--- src/rtl/serial_tx_if.sv ---
// Handshake and line signals between a word source and the serial transmitter.
// The master side drives the word and load request; the slave side is the
// transmitter, which returns readiness, line state and frame status.
interface serial_tx_if #(
    parameter int DATA_W = 8
);
    logic [DATA_W-1:0] Data;
    logic              Load;
    logic              Ready;
    logic              Tx;
    logic              Busy;
    logic              Done;

    modport master (
        output Data, Load,
        input  Ready, Tx, Busy, Done
    );

    modport slave (
        input  Data, Load,
        output Ready, Tx, Busy, Done
    );
endinterface

--- src/rtl/serial_tx.sv ---
// Parallel-to-serial transmitter: one start bit (0), DATA_W payload bits sent
// LSB first, one stop bit (1). Every bit is held CLKS_PER_BIT clocks and the
// line idles high. All outputs are registered and decoded from the FSM state.
module serial_tx #(
    parameter int DATA_W       = 8,
    parameter int CLKS_PER_BIT = 4
) (
    input  logic        Clk,
    input  logic        Resetn,
    serial_tx_if.slave  bus
);

    localparam int CW = (CLKS_PER_BIT > 1) ? $clog2(CLKS_PER_BIT) : 1;
    localparam int BW = (DATA_W > 1) ? $clog2(DATA_W) : 1;

    // Last cycle of a bit, and the cycle before it (used to raise Done one
    // clock early so the registered pulse lands on the final stop cycle).
    localparam logic [CW-1:0] CYC_LAST = CW'(CLKS_PER_BIT - 1);
    localparam logic [CW-1:0] CYC_PRE  = CW'((CLKS_PER_BIT > 1) ? CLKS_PER_BIT - 2 : 0);
    localparam logic [BW-1:0] BIT_LAST = BW'(DATA_W - 1);

    typedef enum logic [1:0] {
        IDLE  = 2'd0,
        START = 2'd1,
        DATA  = 2'd2,
        STOP  = 2'd3
    } state_t;

    state_t            state_q;
    logic [CW-1:0]     cyc_q;
    logic [BW-1:0]     bit_q;
    logic [DATA_W-1:0] shreg_q;
    logic              tx_q;
    logic              ready_q;
    logic              busy_q;
    logic              done_q;

    logic [CW-1:0]     cyc_d;
    logic [BW-1:0]     bit_d;
    logic [DATA_W-1:0] shreg_d;
    logic              cyc_end;

    // Counter increments and the shifted word; only committed by the FSM on
    // the cycles where it decides to advance.
    always_comb begin
        cyc_d   = cyc_q + 1'b1;
        bit_d   = bit_q + 1'b1;
        shreg_d = shreg_q >> 1;
        cyc_end = (cyc_q == CYC_LAST);
    end

    // Frame FSM with registered line and status outputs.
    always_ff @(posedge Clk or negedge Resetn) begin
        if (!Resetn) begin
            state_q <= IDLE;
            cyc_q   <= '0;
            bit_q   <= '0;
            shreg_q <= '0;
            tx_q    <= 1'b1;
            ready_q <= 1'b1;
            busy_q  <= 1'b0;
            done_q  <= 1'b0;
        end else begin
            done_q <= 1'b0;
            case (state_q)
                IDLE: begin
                    if (bus.Load) begin
                        shreg_q <= bus.Data;
                        cyc_q   <= '0;
                        bit_q   <= '0;
                        state_q <= START;
                        tx_q    <= 1'b0;
                        ready_q <= 1'b0;
                        busy_q  <= 1'b1;
                    end
                end
                START: begin
                    if (cyc_end) begin
                        cyc_q   <= '0;
                        bit_q   <= '0;
                        state_q <= DATA;
                        tx_q    <= shreg_q[0];
                    end else begin
                        cyc_q <= cyc_d;
                    end
                end
                DATA: begin
                    if (cyc_end) begin
                        cyc_q <= '0;
                        if (bit_q == BIT_LAST) begin
                            state_q <= STOP;
                            tx_q    <= 1'b1;
                            // A one-cycle stop bit is also its own last cycle.
                            done_q  <= (CLKS_PER_BIT == 1);
                        end else begin
                            shreg_q <= shreg_d;
                            bit_q   <= bit_d;
                            tx_q    <= shreg_d[0];
                        end
                    end else begin
                        cyc_q <= cyc_d;
                    end
                end
                STOP: begin
                    if (cyc_end) begin
                        cyc_q   <= '0;
                        bit_q   <= '0;
                        shreg_q <= '0;
                        state_q <= IDLE;
                        tx_q    <= 1'b1;
                        ready_q <= 1'b1;
                        busy_q  <= 1'b0;
                    end else begin
                        cyc_q  <= cyc_d;
                        done_q <= (cyc_q == CYC_PRE);
                    end
                end
                default: begin
                    state_q <= IDLE;
                    tx_q    <= 1'b1;
                    ready_q <= 1'b1;
                    busy_q  <= 1'b0;
                end
            endcase
        end
    end

    assign bus.Tx    = tx_q;
    assign bus.Ready = ready_q;
    assign bus.Busy  = busy_q;
    assign bus.Done  = done_q;

endmodule

--- src/flat_wrapper.sv ---
// flat-port wrapper written by rule: the top's interface ports become plain ports
module serial_tx_flat 
#(
    parameter int DATA_W       = 8,
    parameter int CLKS_PER_BIT = 4
)
  (Clk, Resetn, bus_Data, bus_Load, bus_Ready, bus_Tx, bus_Busy, bus_Done);
  serial_tx_if #(.DATA_W(DATA_W)) bus_i ();
  input  logic Clk;
  input  logic Resetn;
  input wire logic [$bits(bus_i.Data)-1:0] bus_Data;
  input wire logic [$bits(bus_i.Load)-1:0] bus_Load;
  output wire logic [$bits(bus_i.Ready)-1:0] bus_Ready;
  output wire logic [$bits(bus_i.Tx)-1:0] bus_Tx;
  output wire logic [$bits(bus_i.Busy)-1:0] bus_Busy;
  output wire logic [$bits(bus_i.Done)-1:0] bus_Done;
  assign bus_i.Data = bus_Data;
  assign bus_i.Load = bus_Load;
  assign bus_Ready = bus_i.Ready;
  assign bus_Tx = bus_i.Tx;
  assign bus_Busy = bus_i.Busy;
  assign bus_Done = bus_i.Done;
  serial_tx #(.DATA_W(DATA_W), .CLKS_PER_BIT(CLKS_PER_BIT)) u_core (.Clk(Clk), .Resetn(Resetn), .bus(bus_i));
endmodule
--- config.mk ---
export PLATFORM = sky130hd
export DESIGN_NAME = serial_tx_flat
export DESIGN_NICKNAME = d
export VERILOG_FILES = /design/src/rtl/serial_tx_if.sv /design/src/rtl/serial_tx.sv /design/src/flat_wrapper.sv
export SDC_FILE = /design/constraint.sdc
export NUM_CORES = 1
export LEC_CHECK = 0
export ABC_AREA = 1
export BUFFER_PORTS_ARGS = -buffer_cell sky130_fd_sc_hd__buf_2
export CORE_MARGIN = 3
export CORE_UTILIZATION = 60
export DETAILED_ROUTE_END_ITERATION = 12
export GPL_ROUTABILITY_DRIVEN = 0
export PLACE_DENSITY = 0.9
export RECOVER_POWER = 25
export SETUP_SLACK_MARGIN = 0.2
export SYNTH_ARGS = -nofsm -noshare
export SYNTH_HDL_FRONTEND = slang
export SYNTH_SLANG_ARGS = --single-unit
--- constraint.sdc ---
create_clock -name Clk -period 4.65 [get_ports Clk]
set_clock_uncertainty 0.1 [all_clocks]
set_input_delay 0.465 -clock Clk [delete_from_list [all_inputs] [get_ports Clk]]
set_output_delay 0.465 -clock Clk [all_outputs]
set_load 0.05 [all_outputs]
; ---- Word level (Yosys, flattened, before mapping)
; Cells that the tools add are included.
; Widths: inputs -> output; s select.
[classes]
addsub = 2
n_eq_ne = 13
muxes = 31
n_reduce_logical = 10
[op_table]
columns = cell, n
row1 = $mux 8, 4
row2 = $pmux 8 s3, 1
row3 = $mux 2, 7
row4 = $mux 3, 4
row5 = $ne 2x1->1 const B, 5
row6 = $reduce_and 5->1, 2
row7 = $mux 1, 9
row8 = $pmux 3 s3, 1
row9 = $eq 2x2->1 const B, 4
row10 = $pmux 2 s4, 1
row11 = $reduce_and 4->1, 2
row12 = $ne 2x2->1 const B, 2
row13 = $pmux 1 s2, 2
row14 = $pmux 1 s4, 1
row15 = $pmux 2 s2, 1
row16 = $add 3x1->3 const B, 1
row17 = $eq 3x3->1 const B, 1
row18 = $reduce_and 3->1, 1
row19 = $reduce_bool 3->1, 1
row20 = $reduce_or 3->1, 1
row21 = $add 2x1->2 const B, 1
row22 = $eq 2x1->1 const B, 1
row23 = $logic_not 2->1, 1
row24 = $reduce_bool 2->1, 1
row25 = $reduce_or 2->1, 1
[totals]
register_bits = 19
input_bits = 11
out_inout_bits = 4

; ---- Logic depth before layout (Yosys ltp)
; Gate-level depths: netlist (run 1).
[depth]
word_depth = 4
depth_mapped = 9
ltp_nobuf = 8

; ---- Worst setup path after synthesis (run 1)
; Ideal clock, no wire load.
[synth_timing]
path_type = reg2reg
start = register u_core.bit_q[0]
end = register u_core.shreg_q[0]
setup_time_ns = 0.065
arrival_ns = 1.303
required_time_ns = 4.485
path_slack_ns = 3.183
stages_incl_launch_ff = 8
path_cell_list = dfrtp_1 > ha_1 > ha_1 > nand2_1 > nand3_1 > nor2_4 > nand2_1 > nand2_1
[synth_via]
elab_chain_len = 3
[synth_rtl]
columns = item, line_no
row1 = "start, declared", serial_tx.sv:31  ; logic [BW-1:0] bit_q;
row2 = "start signal, assigned", serial_tx.sv:97  ; bit_q <= bit_d;
row3 = $eq 3x3->1, serial_tx.sv:90  ; if (bit_q == BIT_LAST) begin
row4 = $ne 2x2->1 (no source line), -
row5 = $reduce_and 5->1 (no source line), -
row6 = "end signal, assigned", serial_tx.sv:68  ; shreg_q <= bus.Data;
row7 = "end signal, assigned", serial_tx.sv:96  ; shreg_q <= shreg_d;
row8 = "end, declared", serial_tx.sv:32  ; logic [DATA_W-1:0] shreg_q;
; Every way passes these cells.
; A chain may end at the register's enable or synchronous reset.

; ---- Worst setup path after layout (run 1)
[layout_timing]
start = register u_core.state_q[0]
end = register u_core.state_q[0]
[layout_via]
elab_chain_len = 3
elab_cells_between_ends = 11
cone_classes = 8 x eq/ne / 1 x mux / 2 x reduce/logical
[layout_rtl]
columns = item, line_no
row1 = "start, declared", serial_tx.sv:29  ; state_t state_q;
row2 = "start signal, assigned", serial_tx.sv:55  ; state_q <= IDLE;
row3 = "start signal, assigned", serial_tx.sv:71  ; state_q <= START;
row4 = "start signal, assigned", serial_tx.sv:81  ; state_q <= DATA;
row5 = $eq 2x2->1 (tied with other cells), serial_tx.sv:65  ; case (state_q)
row6 = $ne 2x1->1 (no source line) or $ne 2x2->1 (tied branches), -
row7 = $reduce_and 5->1 (no source line), -
; Several ways; a longest one is shown, not always the timed one.

==> results of run 1 <==
## final cells by class
class | instances | share of cell area, %
Clock buffer | 3 | 1.78
Tap cell | 25 | 2.47
Clock inverter | 1 | 0.395
Timing Repair Buffer | 15 | 6.22
Sequential cell | 19 | 37.7
Inverter | 17 | 5.03
Multi-Input combinational cell | 113 | 46.4
## worst max-delay path, cell delays in order (launching register included)
cell and delay (ns):
dfrtp_1 0.43, inv_1 0.12, ha_1 0.51, inv_2 0.19, a21o_1 0.23, nand3_1 0.09, nand2_1 0.06, nand2_1 0.06
## state kept, by name (all words and copies together), names as in the netlist
name,cells
u_core.shreg_q,8
u_core.state_q,2
u_core.bit_q,3
u_core.bus.Ready,1
u_core.cyc_q,2
u_core.bus.Tx,1
u_core.bus.Busy,1
u_core.bus.Done,1
## layer usage
layer	routed length, um	up-vias
met5	0	-
met4	83	0
met3	82	11
met2	1110	28
met1	1050	423
li1	-	510
## cells in the mapped netlist
library cell,number,share of area (%)
nand3_1,15,6.6
o21ai_1,1,0.44
nand4_1,3,1.7
ha_1,9,9.9
dfrtp_1,17,37
a21o_1,1,0.66
nand2_2,3,1.7
o21ai_0,5,2.2
dfstp_2,2,4.6
o21bai_1,3,2.0
nand2_1,62,20
nand3_2,1,0.88
inv_1,15,5.0
or2_2,1,0.55
a21oi_4,1,1.4
nor2_1,7,2.3
buf_4,1,0.66
inv_2,2,0.66
nor2_4,1,0.99
## through the flow
step	std cells	power, uW
floorplan	150	672
global placement	188	754
detailed placement	188	782
CTS	193	867
global route	193	956
finish	193	868
## kinds of logic (layout without fill, tap and decap cells)
group                    after synthesis  count (layout)  share of synthesized area [%]
buffers and inverters                 18              36                           6.27
AO/OA/AOI/OAI                         11              11                           6.71
AND/OR/NAND/NOR                       93              93                           35.1
flip-flops                            19              19                           42.0
adder cells (fa/ha/maj)                9               9                           9.90
## timing repair
action                                 in CTS  in global routing
setup buffers                               0                  0
hold buffers                                1                  0
endpoints found under the hold margin      17                  0
## how the worst max path moves through the flow
stage                                  from                end  slack [ns]
final                     u_core.state_q[0]  u_core.state_q[0]        2.81
after CTS                 u_core.state_q[0]  u_core.shreg_q[1]        2.82
after detailed placement  u_core.state_q[0]  u_core.shreg_q[1]        2.83
after global placement    u_core.state_q[0]  u_core.shreg_q[1]        2.91
after global routing      u_core.state_q[0]  u_core.shreg_q[7]        2.62
after floorplan             u_core.bit_q[0]  u_core.shreg_q[0]        3.18
## power groups by stage
stage	clock network [uW]	registers, uW	logic (uW)
6_report	81.8	284	503
5_1_grt	91.9	290	573
4_1_cts	84.9	283	499
3_5_place_dp	0	286	496
3_3_place_gp	0	281	473
2_1_floorplan	0	309	363
==> flow_summary.ini, run 1 <==
[min_path]
hold_end = u_core.cyc_q[1]
hp-class = in -> reg
hold_start = bus_Load
worstHoldPathCells = 4

[power_and_ir_drop]
power.internal_uw = 431
powerDensity_nw_per_um2 = 685
p_sw_share_pct = 50.3
switching_power_uw = 437
p_comb_share_pct = 57.9
peakVddDrop_uv = 366
seq_power_share_pct = 32.7
clockPowerShare_pct = 9.4
leakage_uw = 0.000769

[clocking]
clk_pin_slew_worst_paths_ns = 0.10
cts_made_buffers = 3
cts_tree = built
clk_latency_ns = 0.29
ctsLongestPathBuffers = 2
cts-root-buf = clkbuf_4
htreeDepth = 1
cts_num_sinks = 19
cts.repair.resized = 0

[setup_path]
reg2reg_from = u_core.state_q[0]
r2r_slack_ns = 2.81
ff2ff_path_depth = 7
cp.required_ns = 4.79
cp-end-kind = flip-flop
rr_endpoint = u_core.state_q[0]
worstSetupPathType = reg -> reg
critPathMaxFanout = 14
cp-start-kind = flip-flop
arrival_ns = 1.98

[final_layout]
utilization_pct = 71.8
multi_input_area_um2 = 588
postLayoutCellArea_um2 = 1270
final_common_cell = nand2_1
regArea_um2 = 478
drive_gt1_share_pct = 16.7
area_growth_pct = 11.4
fillers = 147
final_cell_mix = 62 x nand2_1, 17 x dfrtp_1, 15 x inv_1, 15 x nand3_1, 13 x buf_2
diodes = 0
fin_nets = 189

[sta]
setup_ws_ns = 2.81
worst_pin_slew_ns = 0.986
drv_slew = 0
layout_min_cycle_time_ns = 1.84
period_share_pct = 39.6
fmax_mhz = 543
rsz0062_at_grt = false
finalHoldViolCount = 0
final.setup.tns_ns = 0
whs_ns = 0.336
max-slew-margin-rel_pct = 34.3
finalSetupViolations = 0

[detailed_routing]
avgViaCountPerCell = 5.04
ant_nets = 0
routed_wl_mm = 2.32
drtIter0Drc = 35
route.detailed.drc = 0
drt_pass1_iterations = 6
wl_per_cell_um = 12.0
vias = 972

[global_route]
track_usage_pct = 21.3
grt_pass1_vias = 940
top_usage_layer = met2
use_met1_pct = 27.4
overflow = 0
grt_pass1_wl_mm = 4.05
antenna_found_initial = 0
grt_use_met2_pct = 34.6
grt_max_degree = 20
grt.met3_usage_pct = 2.72

[synthesis]
synth_seq_cells = 19
yosysUniqueCellTypes = 19
synth_cells = 150
syn-num-nets = 170
synth.avg_cell_area_um2 = 7.58
yosysSeqAreaShare_pct = 42.0
syn-cell-area_um2 = 1140
yosys_warnings = 0

[floorplan]
die_w_um = 49.5
ios = 15
start_util_pct = 64.5
die_y_um = 49.5
fp-row-count = 15
die_area_um2 = 2450
coreArea_um2 = 1760

[place]
post_dp_cell_area_um2 = 1230
place_ws_ns = 2.83
dp_hpwl_mm = 1.73
portBuffers = 14

[flow_run]
cap_violations = 0

[run_status]
status = complete, no violations
(Power assumes the default switching activity.)
==> run 2: changes to the inputs <==
--- a/config.mk
+++ b/config.mk
@@ -7,11 +7,12 @@
 export LEC_CHECK = 0
 export ABC_AREA = 1
 export BUFFER_PORTS_ARGS = -buffer_cell sky130_fd_sc_hd__buf_2
+export CORE_ASPECT_RATIO = 1.75
 export CORE_MARGIN = 3
-export CORE_UTILIZATION = 60
+export CORE_UTILIZATION = 50
 export DETAILED_ROUTE_END_ITERATION = 12
 export GPL_ROUTABILITY_DRIVEN = 0
-export PLACE_DENSITY = 0.9
+export PLACE_DENSITY = 0.81
 export RECOVER_POWER = 25
 export SETUP_SLACK_MARGIN = 0.2
 export SYNTH_ARGS = -nofsm -noshare
==> constraint.sdc (replaced) <==
create_clock -name Clk -period 1.55 [get_ports Clk]
set_clock_uncertainty 0.1 [all_clocks]
set_input_delay 0.155 -clock Clk [delete_from_list [all_inputs] [get_ports Clk]]
set_output_delay 0.155 -clock Clk [all_outputs]
set_load 0.05 [all_outputs]
==> run 2 against run 1 <==
Sequential share of layout area decreased by 8.0 points. Worst hold slack worse by 0.30 ns. Via count grew 14%. Non-clock buffer count increased by 14. Total power grew to 4.1 times the previous value. Cell area is 28% higher. Cell count up 6.7%. Routed wire length grew 23%. First-iteration DRC count down 8.6%. Highest routed layer unchanged.
==> flow_summary.ini, run 2 (same netlist as run 1, synthesis figures left out) <==
[run_status]
status = complete, no violations

[place]
dp_hpwl_mm = 1.80
portBuffers = 14
dp_cells = 188

[final_layout]
final_common_cell = nand2_1
reg.largest.list = u_core.shreg_q: 8 flops, u_core.bit_q: 3 flops
stdcell_count = 206
area_growth_pct = 42.4
drive_gt1_share_pct = 38.5
diodes = 0
largest_reg_flops = 8
fin_nets = 203
regMostFlops = u_core.shreg_q
final_cell_mix = 56 x nand2_1, 15 x dfrtp_1

[min_path]
hold_end = u_core.shreg_q[7]
worstHoldPathCells = 5
hp-class = in -> reg
hold_start = bus_Data[7]

[floorplan]
start_util_pct = 53.7
die_y_um = 69.1
die_w_um = 42.1
fp-row-count = 22
die_area_um2 = 2910
coreArea_um2 = 2120
ios = 15

[global_route]
grt_max_degree = 20
track_usage_pct = 20.9
antenna_found_initial = 0
grt_pass1_wl_mm = 4.73
grt_pass1_vias = 1111
overflow = 0

[sta]
finalSetupViolations = 0
finalHoldViolCount = 0
max-slew-margin-rel_pct = 31.6
worst_pin_slew_ns = 1.03
layout_min_cycle_time_ns = 1.52
period_share_pct = 97.8
final.setup.tns_ns = 0
drv_slew = 0
rsz0062_at_grt = true
fmax_mhz = 659

[detailed_routing]
ant_nets = 0
drt_pass1_iterations = 4
avgViaCountPerCell = 5.36
drtIter0Drc = 32
vias = 1104
routed_wl_mm = 2.86
wl_per_cell_um = 13.9
route.detailed.drc = 0

[power_and_ir_drop]
peakVddDrop_uv = 1380
clockPowerShare_pct = 7.4
seq_power_share_pct = 25.2
leakage_uw = 0.000884
p_sw_share_pct = 48.2
switching_power_uw = 1700
powerDensity_nw_per_um2 = 2180
p_comb_share_pct = 67.4
power.internal_uw = 1830

[setup_path]
cp-start-kind = flip-flop
arrival_ns = 1.62
slowest_stage = dfrtp_2
critPathMaxFanout = 10
cp_cell_sequence = inv_4, ha_4, inv_6, a21o_1, nand4_1, nand2_1
crit_family = flip-flops
ff2ff_path_depth = 6
cp.required_ns = 1.65
max_stage_delay_ns = 0.48
rr_endpoint = u_core.state_q[1]
r2r_slack_ns = 0.03
worstSetupPathType = reg -> reg
cp-end-kind = flip-flop
reg2reg_from = u_core.state_q[0]
critPathBufInv = 2

[clocking]
cts_made_buffers = 3
cts_num_sinks = 19
ctsLongestPathBuffers = 2
clk_latency_ns = 0.30
cts_tree = built
clk_pin_slew_worst_paths_ns = 0.11
htreeDepth = 1
cts-root-buf = clkbuf_4

[flow_run]
cap_violations = 0
-- run 2: worst register-to-register path, cell delays in order, from the launching register on --
cell,delay [ns]
dfrtp_2,0.48
inv_4,0.11
ha_4,0.24
inv_6,0.08
a21o_1,0.21
nand4_1,0.12
nand2_1,0.07
-- run 2: what timing repair did --
action	in CTS	in global routing
pin swaps	6	19
endpoints found under the hold margin	17	0
buffers inserted	7	6
setup endpoints to repair	18	17
hold buffers	1	0
resized for setup	20	22
-- run 2: worst max path at each step --
stage | start | depth (start not counted) | end | slack [ns]
global route | u_core.state_q[0] | 6 | u_core.state_q[1] | -0.04
finish | u_core.state_q[0] | 6 | u_core.state_q[1] | 0.03
floorplan | u_core.state_q[1] | 4 | u_core.bus.Busy | 0.19
detailed placement | u_core.state_q[1] | 7 | u_core.bit_q[2] | 0.02
global placement | u_core.state_q[1] | 4 | u_core.bus.Busy | 0.06
CTS | u_core.state_q[0] | 7 | u_core.state_q[1] | 0.1
-- run 2: power groups by stage --
stage	clock (uW)	combinational (uW)	sequential [uW]
2_1_floorplan	0	1230	939
3_3_place_gp	0	1620	856
3_5_place_dp	0	1670	865
4_1_cts	260	1990	879
5_1_grt	280	2650	911
6_report	261	2380	890
-- run 2: through the flow --
stage	area, um2	worst slack (ns)	utilization, %	hold WS, ns	power (uW)
6_report	1620	0.0333	76.4	0.0382	3530
3_5_place_dp	1310	0.0231	61.7	0.0176	2540
5_1_grt	1620	-0.0391	76.4	0.0917	3840
3_3_place_gp	1310	0.0624	61.7	0.0150	2480
2_1_floorplan	1210	0.186	-	-0.241	2170
4_1_cts	1490	0.0999	70.1	0.0231	3130
-- run 2: layout make-up --
type	instances	area (um2)
tap	24	30.0
fill	141	500
timing repair buffer	29	216
sequential	19	480
multi-input combinational	113	792
inverter	17	73.8
clock buffer	4	26.3
-- run 2: per-layer routing --
metal	part of all wire (%)	track usage [%]	vias to the layer above	routed length [um]
li1	-	-	538	-
met5	0	0	-	0
met4	4.1	11.4	0	117
met3	3.6	2.09	13	103
met2	54	38.6	32	1550
met1	38	22.0	521	1090
